===== config.mk =====
export PLATFORM = sky130hd
export DESIGN_NAME = ps2_mouse_init_sequencer_flat
export DESIGN_NICKNAME = d
export VERILOG_FILES = /design/src/rtl/ps2_mouse_init_sequencer_if.sv /design/src/rtl/ps2_mouse_init_sequencer.sv /design/src/flat_wrapper.sv
export SDC_FILE = /design/constraint.sdc
export NUM_CORES = 1
export LEC_CHECK = 0
export ABC_AREA = 1
export BUFFER_PORTS_ARGS = -buffer_cell sky130_fd_sc_hd__buf_2
export CORE_ASPECT_RATIO = 0.7
export CORE_UTILIZATION = 51
export CTS_BUF_LIST = sky130_fd_sc_hd__clkbuf_2
export DETAILED_ROUTE_END_ITERATION = 7
export PLACE_DENSITY = 0.7
export REMOVE_ABC_BUFFERS = 1
export SLEW_MARGIN = 10
export SYNTH_ARGS = -nofsm -noshare
export SYNTH_HDL_FRONTEND = slang
export SYNTH_SLANG_ARGS = --single-unit

===== constraint.sdc =====
create_clock -name CLOCK_50 -period 5.6 [get_ports CLOCK_50]
set_clock_uncertainty 0.1 [all_clocks]
set_input_delay 0.84 -clock CLOCK_50 [delete_from_list [all_inputs] [get_ports CLOCK_50]]
set_output_delay 0.84 -clock CLOCK_50 [all_outputs]
set_load 0.03 [all_outputs]

===== src/rtl/ps2_mouse_init_sequencer_if.sv =====
// Command/response bundle between the PS/2 mouse init sequencer and its
// surroundings (PS/2 controller, packet parser, system control).
interface ps2_mouse_init_sequencer_if;
  logic       start;
  logic [7:0] ps2_received_data;
  logic       ps2_received_data_en;
  logic       command_was_sent;
  logic       error_communication_timed_out;
  logic [7:0] the_command;
  logic       send_command;
  logic       stream_enable;
  logic       busy;
  logic       init_done;
  logic       init_error;

  modport master (
    input  start, ps2_received_data, ps2_received_data_en,
           command_was_sent, error_communication_timed_out,
    output the_command, send_command, stream_enable, busy, init_done, init_error
  );

  modport slave (
    output start, ps2_received_data, ps2_received_data_en,
           command_was_sent, error_communication_timed_out,
    input  the_command, send_command, stream_enable, busy, init_done, init_error
  );
endinterface


===== src/rtl/ps2_mouse_init_sequencer.sv =====
// Resets and configures a PS/2 mouse (FF, F3 rate, E8 res, F4), checking every
// response; gates the parser via stream_enable until configuration succeeds.
module ps2_mouse_init_sequencer #(
  parameter logic [7:0]  SAMPLE_RATE  = 8'd100,
  parameter logic [7:0]  RESOLUTION   = 8'd2,
  parameter logic [25:0] RESP_TIMEOUT = 26'd25_000_000,
  parameter logic [1:0]  MAX_RETRIES  = 2'd3
) (
  input  logic                         CLOCK_50,
  input  logic                         reset,
  ps2_mouse_init_sequencer_if.master   bus
);

  typedef enum logic [2:0] {
    IDLE, SEND, WAIT_SENT, WAIT_ACK, WAIT_BAT, WAIT_ID, DONE, FAIL
  } state_e;

  state_e      state_q;
  logic [2:0]  step_q;
  logic [1:0]  retry_q;
  logic [2:0]  resend_q;
  logic [25:0] timer_q;
  logic [25:0] timer_d;
  logic [7:0]  cmd_q;
  logic        send_q, stream_q, busy_q, done_q, error_q;
  logic [7:0]  table_byte;
  logic        timeout;
  logic        retry_take;
  logic        rx_en;
  logic [7:0]  rx_byte;

  assign rx_en   = bus.ps2_received_data_en;
  assign rx_byte = bus.ps2_received_data;
  assign timer_d = (timer_q == '1) ? timer_q : timer_q + 26'd1;
  assign timeout = (timer_q == RESP_TIMEOUT - 26'd1);

  always_comb begin
    case (step_q)
      3'd0:    table_byte = 8'hFF;
      3'd1:    table_byte = 8'hF3;
      3'd2:    table_byte = SAMPLE_RATE;
      3'd3:    table_byte = 8'hE8;
      3'd4:    table_byte = RESOLUTION;
      default: table_byte = 8'hF4;
    endcase
  end

  // Every failure cause funnels into one restart decision; a strobe in the
  // last timer cycle is judged on its byte and pre-empts the timeout.
  always_comb begin
    retry_take = 1'b0;
    case (state_q)
      WAIT_SENT: retry_take = bus.error_communication_timed_out;
      WAIT_ACK:  retry_take = rx_en ? !(rx_byte == 8'hFA ||
                                        (rx_byte == 8'hFE && resend_q != 3'd4))
                                    : timeout;
      WAIT_BAT:  retry_take = rx_en ? (rx_byte != 8'hAA) : timeout;
      WAIT_ID:   retry_take = rx_en ? (rx_byte != 8'h00) : timeout;
      default:   retry_take = 1'b0;
    endcase
  end

  always_ff @(posedge CLOCK_50 or posedge reset) begin
    if (reset) begin
      state_q  <= IDLE;
      step_q   <= '0;
      retry_q  <= '0;
      resend_q <= '0;
      timer_q  <= '0;
      cmd_q    <= '0;
      send_q   <= 1'b0;
      stream_q <= 1'b0;
      busy_q   <= 1'b0;
      done_q   <= 1'b0;
      error_q  <= 1'b0;
    end else begin
      busy_q   <= !(state_q inside {IDLE, DONE, FAIL});
      done_q   <= (state_q == DONE);
      stream_q <= (state_q == DONE);
      error_q  <= (state_q == FAIL);
      if (state_q inside {WAIT_ACK, WAIT_BAT, WAIT_ID}) timer_q <= timer_d;

      if (retry_take) begin
        send_q   <= 1'b0;
        resend_q <= '0;
        if (retry_q == MAX_RETRIES) begin
          state_q <= FAIL;
        end else begin
          retry_q <= retry_q + 2'd1;
          step_q  <= '0;
          state_q <= SEND;
        end
      end else begin
        case (state_q)
          IDLE, DONE, FAIL: begin
            if (bus.start) begin
              step_q   <= '0;
              retry_q  <= '0;
              resend_q <= '0;
              state_q  <= SEND;
            end
          end
          SEND: begin
            cmd_q   <= table_byte;
            send_q  <= 1'b1;
            state_q <= WAIT_SENT;
          end
          WAIT_SENT: begin
            if (bus.command_was_sent) begin
              send_q  <= 1'b0;
              timer_q <= '0;
              state_q <= WAIT_ACK;
            end
          end
          WAIT_ACK: begin
            if (rx_en) begin
              if (rx_byte == 8'hFE) begin
                resend_q <= resend_q + 3'd1;
                state_q  <= SEND;
              end else begin
                resend_q <= '0;
                if (step_q == 3'd0) begin
                  timer_q <= '0;
                  state_q <= WAIT_BAT;
                end else if (step_q == 3'd5) begin
                  state_q <= DONE;
                end else begin
                  step_q  <= step_q + 3'd1;
                  state_q <= SEND;
                end
              end
            end
          end
          WAIT_BAT: begin
            if (rx_en) begin
              timer_q <= '0;
              state_q <= WAIT_ID;
            end
          end
          WAIT_ID: begin
            if (rx_en) begin
              step_q  <= 3'd1;
              state_q <= SEND;
            end
          end
          default: state_q <= IDLE;
        endcase
      end
    end
  end

  assign bus.the_command   = cmd_q;
  assign bus.send_command  = send_q;
  assign bus.stream_enable = stream_q;
  assign bus.busy          = busy_q;
  assign bus.init_done     = done_q;
  assign bus.init_error    = error_q;

endmodule


===== src/flat_wrapper.sv =====
// flat-port wrapper written by rule: the top's interface ports become plain ports
module ps2_mouse_init_sequencer_flat 
#(
  parameter logic [7:0]  SAMPLE_RATE  = 8'd100,
  parameter logic [7:0]  RESOLUTION   = 8'd2,
  parameter logic [25:0] RESP_TIMEOUT = 26'd25_000_000,
  parameter logic [1:0]  MAX_RETRIES  = 2'd3
)
  (CLOCK_50, reset, bus_start, bus_ps2_received_data, bus_ps2_received_data_en, bus_command_was_sent, bus_error_communication_timed_out, bus_the_command, bus_send_command, bus_stream_enable, bus_busy, bus_init_done, bus_init_error);
  ps2_mouse_init_sequencer_if bus_i ();
  input  logic CLOCK_50;
  input  logic reset;
  input wire logic [$bits(bus_i.start)-1:0] bus_start;
  input wire logic [$bits(bus_i.ps2_received_data)-1:0] bus_ps2_received_data;
  input wire logic [$bits(bus_i.ps2_received_data_en)-1:0] bus_ps2_received_data_en;
  input wire logic [$bits(bus_i.command_was_sent)-1:0] bus_command_was_sent;
  input wire logic [$bits(bus_i.error_communication_timed_out)-1:0] bus_error_communication_timed_out;
  output wire logic [$bits(bus_i.the_command)-1:0] bus_the_command;
  output wire logic [$bits(bus_i.send_command)-1:0] bus_send_command;
  output wire logic [$bits(bus_i.stream_enable)-1:0] bus_stream_enable;
  output wire logic [$bits(bus_i.busy)-1:0] bus_busy;
  output wire logic [$bits(bus_i.init_done)-1:0] bus_init_done;
  output wire logic [$bits(bus_i.init_error)-1:0] bus_init_error;
  assign bus_i.start = bus_start;
  assign bus_i.ps2_received_data = bus_ps2_received_data;
  assign bus_i.ps2_received_data_en = bus_ps2_received_data_en;
  assign bus_i.command_was_sent = bus_command_was_sent;
  assign bus_i.error_communication_timed_out = bus_error_communication_timed_out;
  assign bus_the_command = bus_i.the_command;
  assign bus_send_command = bus_i.send_command;
  assign bus_stream_enable = bus_i.stream_enable;
  assign bus_busy = bus_i.busy;
  assign bus_init_done = bus_i.init_done;
  assign bus_init_error = bus_i.init_error;
  ps2_mouse_init_sequencer #(.SAMPLE_RATE(SAMPLE_RATE), .RESOLUTION(RESOLUTION), .RESP_TIMEOUT(RESP_TIMEOUT), .MAX_RETRIES(MAX_RETRIES)) u_core (.CLOCK_50(CLOCK_50), .reset(reset), .bus(bus_i));
endmodule

==> run_results.csv, run 1 <==
group,metric,value,unit
critical_path,required,5.84,ns
detailed_routing,drt_iter0_drc,221,
detailed_routing,drt.antenna.violating_nets,0,
critical_path,cp_cell_sequence,"ha_1 > nand2_1 > nor2_4 > nand2_1 > nor2_1 > nand3_1 > nand2_1 > nand2_2 > nand2_4 > nand2_1 > inv_1 > nor2_1 > nand2_1 > nand2_1 > nand2_1",
placed_design,place_ws,2.96,ns
die,die_width,97.2,microns
run,cap_violations,0,
final_layout,final_cell_count_no_fill,558,
power_and_ir_drop,total_leakage_power,1.80,nW
logic_synthesis,yosysSeqAreaShare,0.371,
grt,antenna_found_initial,0,
detailed_routing,route.detailed.vias_per_inst,5.24,
cts,postCtsResizedCells,0,
logic_synthesis,yosys-mux-area-fraction,0.00309,
critical_path,launch_point_of_the_worst_path,"u_core.timer_q[0]",
cts,cts.hold.buffers_added,0,
logic_synthesis,synth_adder_area_share,0.0348,
logic_synthesis,avgSynthCellArea,7.11,sq um
sta,min_cycle_time_layout,2.39,ns
logic_synthesis,fraction_of_the_mapped_netlist_area_in_compound_gates,0.0889,
min_path,holdCritStartpoint,"u_core.retry_q[0]",
cts,clk_transition_reported_paths,0.23,ns
critical_path,worst-setup-path-type,"reg -> reg",
placed_design,placedCellCount,550,
cts,h-tree-depth,2,
power_and_ir_drop,power_frac_clock,0.103,
critical_path,cp-start-kind,"register",
placed_design,placement.io_buffers,26,
grt,globalRouteTotalUtil,0.220,
die,die-area,6670,sq um
die,placement_rows,23,
grt,grt_pass1_vias,2386,
cts,cts_root_buf,"sky130_fd_sc_hd__clkbuf_2",
logic_synthesis,syn_area,3240,sq um
logic_synthesis,ys_ff_latch,48,
sta,setup_tns,0,ns
critical_path,r2r-start,"u_core.timer_q[0]",
sta,slew_headroom,0.331,
sta,tightestPinTransition,1.00,ns
cts,cts_setup_buffers,0,
cts,tritoncts,"built",
logic_synthesis,count_of_flip_flops_with_a_built_in_enable_after_synthesis,0,
critical_path,max_stage_delay,0.47,ns
cts,worstSkewPairLatency,0.41,ns
logic_synthesis,syn_inst,455,
min_path,hold_path_class,"reg -> reg",
detailed_routing,detailedRoute.firstPassIterationCount,5,
logic_synthesis,post_synth_and_or_nand_nor_area_fraction,0.370,
sta,maxClockFrequency,419,MHz
logic_synthesis,combinational_family_with_the_most_area_after_synthesis,"simple AND/OR/NAND/NOR gates",
sta,rsz0062_at_grt,"no",
sta,slew_violations,0,
cts,cts_buffers,5,
die,io_pins,27,
critical_path,cp-end-kind,"register",
cts,cts_buffer_depth,2,
sta,setup_viol_count_final,0,
grt,maximum_number_of_pins_on_one_net_before_global_route_repair,49,
critical_path,crit_buf_inv,1,
power_and_ir_drop,power.share.sequential,0.372,
die,die_height,68.7,microns
detailed_routing,routed-via-count,2924,
power_and_ir_drop,switching_power,678,uW
sta,setup_ws,3.21,ns
power_and_ir_drop,p_total,1.37,mW
critical_path,crit_path_max_fanout,8,
power_and_ir_drop,pwr_density_cell,398,nW/um^2
power_and_ir_drop,switching_share,0.494,
final_layout,nets,505,
critical_path,cpMostUsedCell,"sky130_fd_sc_hd__nand2_1",
logic_synthesis,synth_warnings,0,
grt,grt.overflow.total,0,
final_layout,areaGrowthSynthToFinish,6.49,%
outcome,outcome,"completed",
logic_synthesis,ys_async_sr_fraction,1.00,
critical_path,arrival,2.63,ns
detailed_routing,route.detailed.drc,0,
placed_design,routabilityCongestion,0.909,
sta,timing_hold_violations_final,0,
power_and_ir_drop,peakVddDrop,0.000255,V
logic_synthesis,post_synth_num_cell_types,36,
power_and_ir_drop,combinational_share_of_power,0.524,
cts,cts.sink_count,48,
critical_path,critical-path-top-delay-family,"simple AND/OR/NAND/NOR gates",
logic_synthesis,synth_xor_area_frac,0.0216,
die,placeableCoreArea,5930,sq um
detailed_routing,drt_wl_total,7.12,mm
logic_synthesis,yosys_most_used_dff,"sky130_fd_sc_hd__dfrtp_1",
grt,grt_first_pass_wirelength,11.6,mm
detailed_routing,avgRoutedWirePerCell,12.8,microns
die,start_util,0.546,
final_layout,antennaDiodeCount,0,
placed_design,dpl.hpwl,5.43,mm
sta,final_min_period_over_clock_period,0.426,
sta,finalHoldWorstSlack,0.406,ns
critical_path,cpMaxStageDelayCell,"sky130_fd_sc_hd__dfrtp_1",
power_and_ir_drop,internal_power,694,uW
final_layout,layout-drive-gt1-share,0.130,
-- placed cells by master, fill, tap and decap left out, types with 8 or more instances in the layout --
cell type                 count
sky130_fd_sc_hd__nor2_1      56
sky130_fd_sc_hd__nand4_1      9
sky130_fd_sc_hd__nand3_1     53
sky130_fd_sc_hd__inv_1       73
sky130_fd_sc_hd__nand2_1    100
sky130_fd_sc_hd__buf_2       26
sky130_fd_sc_hd__o21ai_0     23
sky130_fd_sc_hd__inv_2        8
sky130_fd_sc_hd__ha_1         9
sky130_fd_sc_hd__dfrtp_1     48
sky130_fd_sc_hd__nor3_1      13
-- power groups by stage --
stage          registers, mW  logic (mW)  clock network (mW)
2_1_floorplan          0.571       0.482                   0
3_3_place_gp           0.513       0.708                   0
3_5_place_dp           0.516       0.713                   0
4_1_cts                0.510       0.717               0.148
5_1_grt                0.522       0.805               0.161
6_report               0.511       0.719               0.142
-- cells by family after synthesis --
| kind of cell | count (synthesis) |
|---|---|
| mux | 1 |
| flops | 48 |
| xor+xnor | 8 |
| buf+inv | 87 |
| compound gates | 47 |
| fa+ha+maj | 9 |
| simple gates | 255 |
-- per-stage QoR --
stage	utilization	cell area, sq um
3_5_place_dp	0.575	3410
2_1_floorplan	-	3180
4_1_cts	0.581	3450
5_1_grt	0.581	3450
6_report	0.581	3450
3_3_place_gp	0.575	3410
-- synthesized netlist by cell type, types with 4 or more instances --
master | number | area share
sky130_fd_sc_hd__inv_1 | 74 | 0.086
sky130_fd_sc_hd__xor2_1 | 6 | 0.016
sky130_fd_sc_hd__ha_1 | 9 | 0.035
sky130_fd_sc_hd__nand2_4 | 4 | 0.014
sky130_fd_sc_hd__a21oi_1 | 5 | 0.0077
sky130_fd_sc_hd__inv_2 | 7 | 0.0081
sky130_fd_sc_hd__nand4_1 | 9 | 0.017
sky130_fd_sc_hd__dfrtp_1 | 48 | 0.37
sky130_fd_sc_hd__o211ai_1 | 7 | 0.016
sky130_fd_sc_hd__nor3_1 | 13 | 0.020
sky130_fd_sc_hd__nand3_1 | 53 | 0.082
sky130_fd_sc_hd__o21ai_0 | 23 | 0.036
sky130_fd_sc_hd__nand2_1 | 100 | 0.12
sky130_fd_sc_hd__nor2_1 | 56 | 0.065
-- routing by layer --
layer / up-vias / wire (microns) / track usage
met1: 1315 / 4020 / 0.363
met5: - / 0 / 0
met2: 86 / 2590 / 0.283
met3: 7 / 441 / 0.0413
li1: 1516 / - / -
met4: 0 / 68 / 0.0551
-- layout make-up --
class	count	area (sq um)
Multi-Input combinational cell	320	1680
Tap cell	75	93.8
Timing Repair Buffer	26	130
Clock inverter	1	3.75
Inverter	81	304
Sequential cell	48	1200
Clock buffer	7	35.0
Fill cell	579	2480
-- final timing paths --
path / endpoint / slack (ns) / cells after the start
worst max-delay path: u_core.step_q[0] / 3.21 / 15
worst min-delay path: u_core.retry_q[0] / 0.41 / 1
worst max register to register: u_core.step_q[0] / 3.21 / 15
worst min register to register: u_core.retry_q[0] / 0.41 / 1
max in group asynchronous: u_core.bus.stream_enable / 4.26 / 2
min in group asynchronous: u_core.bus.the_command[4] / 0.53 / 2
-- sequential cells by signal, indices dropped and copies added (netlist names) --
name and cells:
u_core.bus.the_command 7, u_core.resend_q 3, u_core.retry_q 2, u_core.bus.busy 1, u_core.bus.stream_enable 1, u_core.timer_q 26
u_core.bus.init_error 1, u_core.step_q 3, u_core.bus.send_command 1, u_core.state_q 3
Power figures use the tool's default switching activity.
==> run 2, diff against run 1 <==
--- a/config.mk
+++ b/config.mk
@@ -5,7 +5,7 @@
 export SDC_FILE = /design/constraint.sdc
 export NUM_CORES = 1
 export LEC_CHECK = 0
-export ABC_AREA = 1
+export ABC_AREA = 0
 export BUFFER_PORTS_ARGS = -buffer_cell sky130_fd_sc_hd__buf_2
 export CORE_ASPECT_RATIO = 0.7
 export CORE_UTILIZATION = 51
==> constraint.sdc (replaced) <==
create_clock -name CLOCK_50 -period 2.3 [get_ports CLOCK_50]
set_clock_uncertainty 0.1 [all_clocks]
set_input_delay 0.345 -clock CLOCK_50 [delete_from_list [all_inputs] [get_ports CLOCK_50]]
set_output_delay 0.345 -clock CLOCK_50 [all_outputs]
set_load 0.03 [all_outputs]
==> run 2 against run 1 <==
The run now ends with negative setup slack left. Wire length increased by 22%. Die area decreased by 7.7%. Non-clock buffer count increased by 90. Via count increased by 0.68%. Sequential cell count unchanged. Combinational power increased to 3.8 times the previous value. Fmax increased by 0.34%.
==> run_results.csv, run 2 <==
group,metric,value,unit
run,cap_violations,0,
sta,setup_viol_count_final,8,
power_and_ir_drop,p_total,4.36,mW
die,placeableCoreArea,5420,sq um
sta,rsz0062_at_grt,"yes",
cts,cts_root_buf,"sky130_fd_sc_hd__clkbuf_2",
power_and_ir_drop,total_leakage_power,1.79,nW
final_layout,regMostFlops,"u_core.timer_q",
detailed_routing,detailedRoute.firstPassIterationCount,5,
critical_path,reg2reg_slack,-0.08,ns
critical_path,arrival,2.63,ns
critical_path,worst-setup-path-type,"reg -> reg",
sta,min_cycle_time_layout,2.38,ns
cts,cts_buffers,5,
critical_path,crit_path_max_fanout,3,
min_path,holdCritStartpoint,"bus_command_was_sent",
detailed_routing,drt.antenna.violating_nets,0,
die,die_height,66.0,microns
detailed_routing,drt_iter0_drc,257,
final_layout,share_of_the_core_filled_with_cells_in_the_final_layout,0.737,
detailed_routing,route.detailed.drc,0,
critical_path,r2r-start,"u_core.state_q[0]",
grt,antenna_found_initial,0,
logic_synthesis,synth_most_common_cell,"sky130_fd_sc_hd__dfrtp_1",
cts,worstSkewPairLatency,0.44,ns
final_layout,nets,466,
detailed_routing,avgRoutedWirePerCell,16.8,microns
detailed_routing,drt_wl_total,8.66,mm
grt,grt_first_pass_wirelength,13.8,mm
cts,h-tree-depth,2,
final_layout,areaGrowthSynthToFinish,34.0,%
min_path,min_delay_path_depth,4,
logic_synthesis,count_of_flip_flops_with_a_built_in_enable_after_synthesis,0,
cts,clk_transition_reported_paths,0.26,ns
die,placement_rows,22,
grt,grt_pass1_vias,2735,
cts,tritoncts,"built",
final_layout,layout-drive-gt1-share,0.347,
grt,globalRouteTotalUtil,0.295,
critical_path,rr_endpoint,"u_core.step_q[0]",
min_path,hold_path_class,"in -> reg",
logic_synthesis,ys_async_sr_fraction,1.00,
detailed_routing,route.detailed.vias_per_inst,5.71,
logic_synthesis,yosysSeqAreaShare,0.403,
final_layout,mostFrequentLayoutCell,"sky130_fd_sc_hd__buf_4",
cts,cts.sink_count,48,
critical_path,required,2.55,ns
final_layout,largest_register_ff_count,26,
logic_synthesis,syn_area,2980,sq um
cts,cts_buffer_depth,2,
die,io_pins,27,
logic_synthesis,syn_inst,335,
grt,grt.overflow.total,0,
sta,final_min_period_over_clock_period,1.03,
outcome,outcome,"finished with violations",
logic_synthesis,synth_warnings,0,
detailed_routing,routed-via-count,2944,
final_layout,mostFrequentLayoutCells,"sky130_fd_sc_hd__buf_4 (80), sky130_fd_sc_hd__nor2_1 (46), sky130_fd_sc_hd__dfrtp_1 (46)",
critical_path,cp-end-kind,"register",
logic_synthesis,synth_common_cells,"sky130_fd_sc_hd__dfrtp_1 (48), sky130_fd_sc_hd__nor2_1 (47), sky130_fd_sc_hd__nand2_1 (26), sky130_fd_sc_hd__nor3_1 (19), sky130_fd_sc_hd__xnor2_1 (19)",
critical_path,cp-start-kind,"register",
sta,maxClockFrequency,421,MHz
grt,maximum_number_of_pins_on_one_net_before_global_route_repair,29,
outcome,failed_checks,"negative setup slack",
critical_path,reg2reg_depth,9,
die,start_util,0.550,
placed_design,dpl.hpwl,6.07,mm
die,die-area,6160,sq um
logic_synthesis,yosys_most_used_dff,"sky130_fd_sc_hd__dfrtp_1",
sta,tightestPinTransition,0.637,ns
logic_synthesis,synthTopCellsByArea,"sky130_fd_sc_hd__dfrtp_1 (40%), sky130_fd_sc_hd__nor2_1 (5.9%), sky130_fd_sc_hd__xnor2_1 (5.6%)",
logic_synthesis,ys_ff_latch,48,
sta,setup_ws,-0.0776,ns
sta,slew_violations,0,
sta,timing_hold_violations_final,0,
final_layout,antennaDiodeCount,0,
placed_design,placement.io_buffers,26,
final_layout,layout.filler_cells,392,
power_and_ir_drop,peakVddDrop,0.000467,V
placed_design,routabilityCongestion,0.894,
logic_synthesis,post_synth_num_cell_types,56,
logic_synthesis,synthDominantAreaCellType,"sky130_fd_sc_hd__dfrtp_1",
sta,slew_headroom,0.574,
die,die_width,93.4,microns
min_path,whs_endpoint,"u_core.bus.send_command",
logic_synthesis,avgSynthCellArea,8.90,sq um
power_and_ir_drop,pwr_density_cell,1090,nW/um^2
logic_synthesis,synth.top_cell.area_share,0.403,
run 2: cell types whose count changed in the layout (fill, tap and decap cells not counted), moves of 6 or more:
cell | previous run | this run
sky130_fd_sc_hd__buf_6 | 0 | 8
sky130_fd_sc_hd__o21ai_0 | 23 | 11
sky130_fd_sc_hd__o21ai_1 | 0 | 6
sky130_fd_sc_hd__and3_1 | 0 | 7
sky130_fd_sc_hd__o211ai_1 | 7 | 1
sky130_fd_sc_hd__nor4_1 | 2 | 8
sky130_fd_sc_hd__xnor2_1 | 2 | 19
sky130_fd_sc_hd__nor2_1 | 56 | 46
sky130_fd_sc_hd__buf_4 | 0 | 80
sky130_fd_sc_hd__nand4_1 | 9 | 15
sky130_fd_sc_hd__nand2_1 | 100 | 26
sky130_fd_sc_hd__nand3_1 | 53 | 11
sky130_fd_sc_hd__inv_1 | 73 | 12
run 2: kinds of logic (layout without fill, tap and decap cells):
group                      Yosys count  after routing  share of synthesized area
AOI/OAI and AO/OA                   53             53                      0.131
xor gates and xnor gates            24             24                     0.0705
adders and majority gates            9              9                     0.0378
buffers and inverters               30            139                     0.0445
DFF                                 48             48                      0.403
muxes                                7              7                     0.0252
and+or+nand+nor                    164            164                      0.288
run 2: per-layer routing:
| layer | part of all wire | routed length [microns] | GRT usage |
|---|---|---|---|
| met2 | 0.42 | 3620 | 0.408 |
| met4 | 0.011 | 91 | 0.0673 |
| met1 | 0.49 | 4270 | 0.464 |
| met5 | 0 | 0 | 0 |
| met3 | 0.079 | 682 | 0.0609 |
run 2: how the worst max path moves through the flow:
stage                                         from                 to  slack [ns]  depth (start not counted)
after detailed placement  bus_ps2_received_data[1]   u_core.step_q[0]       -0.21                          8
after floorplan                  u_core.state_q[1]   u_core.step_q[2]       -0.64                          6
after global placement    bus_ps2_received_data[1]   u_core.step_q[2]       -0.16                          7
final                            u_core.state_q[0]   u_core.step_q[0]       -0.08                          9
after CTS                        u_core.state_q[0]   u_core.step_q[0]       -0.04                          7
after global routing             u_core.timer_q[1]  u_core.state_q[0]       -0.18                         10
run 2: layout make-up:
cell class                 instances  area (sq um)  share of cell area
clock buffer                       5          25.0             0.00626
clock inverter                     3          18.8             0.00470
inverter                          15          56.3              0.0141
multi-input combinational        257          1750               0.438
sequential                        48          1200               0.301
tap                               72          90.1              0.0225
timing repair buffer             116           851               0.213
run 2: where the power goes:
part | internal (mW) | switching, mW
logic | 1.26 | 1.49
registers | 1.06 | 0.179
clock network | 0.0740 | 0.294
run 2: what timing repair did:
item                                    CTS  global route
buffers inserted                         16             5
gates resized for setup                  18            20
endpoints found under the hold margin    27             0
pin swaps                                10             6
endpoints found under the setup margin    4            35
hold buffers                              1             0
gates cloned                              0             1
run 2: critical path, stage by stage, from the launching register on:
cell	delay, ns
sky130_fd_sc_hd__dfrtp_1	0.42
sky130_fd_sc_hd__or4b_4	0.46
sky130_fd_sc_hd__o22ai_2	0.13
sky130_fd_sc_hd__a21oi_2	0.10
sky130_fd_sc_hd__buf_4	0.16
sky130_fd_sc_hd__buf_6	0.12
sky130_fd_sc_hd__o311ai_4	0.32
sky130_fd_sc_hd__a311oi_4	0.16
sky130_fd_sc_hd__buf_4	0.18
sky130_fd_sc_hd__mux2i_1	0.16
run 2: per-stage QoR:
stage	TNS (ns)	hold WS [ns]	instances	setup slack, ns	cell area, sq um
after floorplan	-13.53	0.352	320	-0.636	2910
after global placement	-1.24	0.355	486	-0.160	3650
after detailed placement	-2.56	0.368	486	-0.207	3650
after CTS	-0.0466	0.120	511	-0.0424	3880
after global routing	-3.29	0.137	516	-0.178	4000
final	-0.311	0.143	516	-0.0776	4000
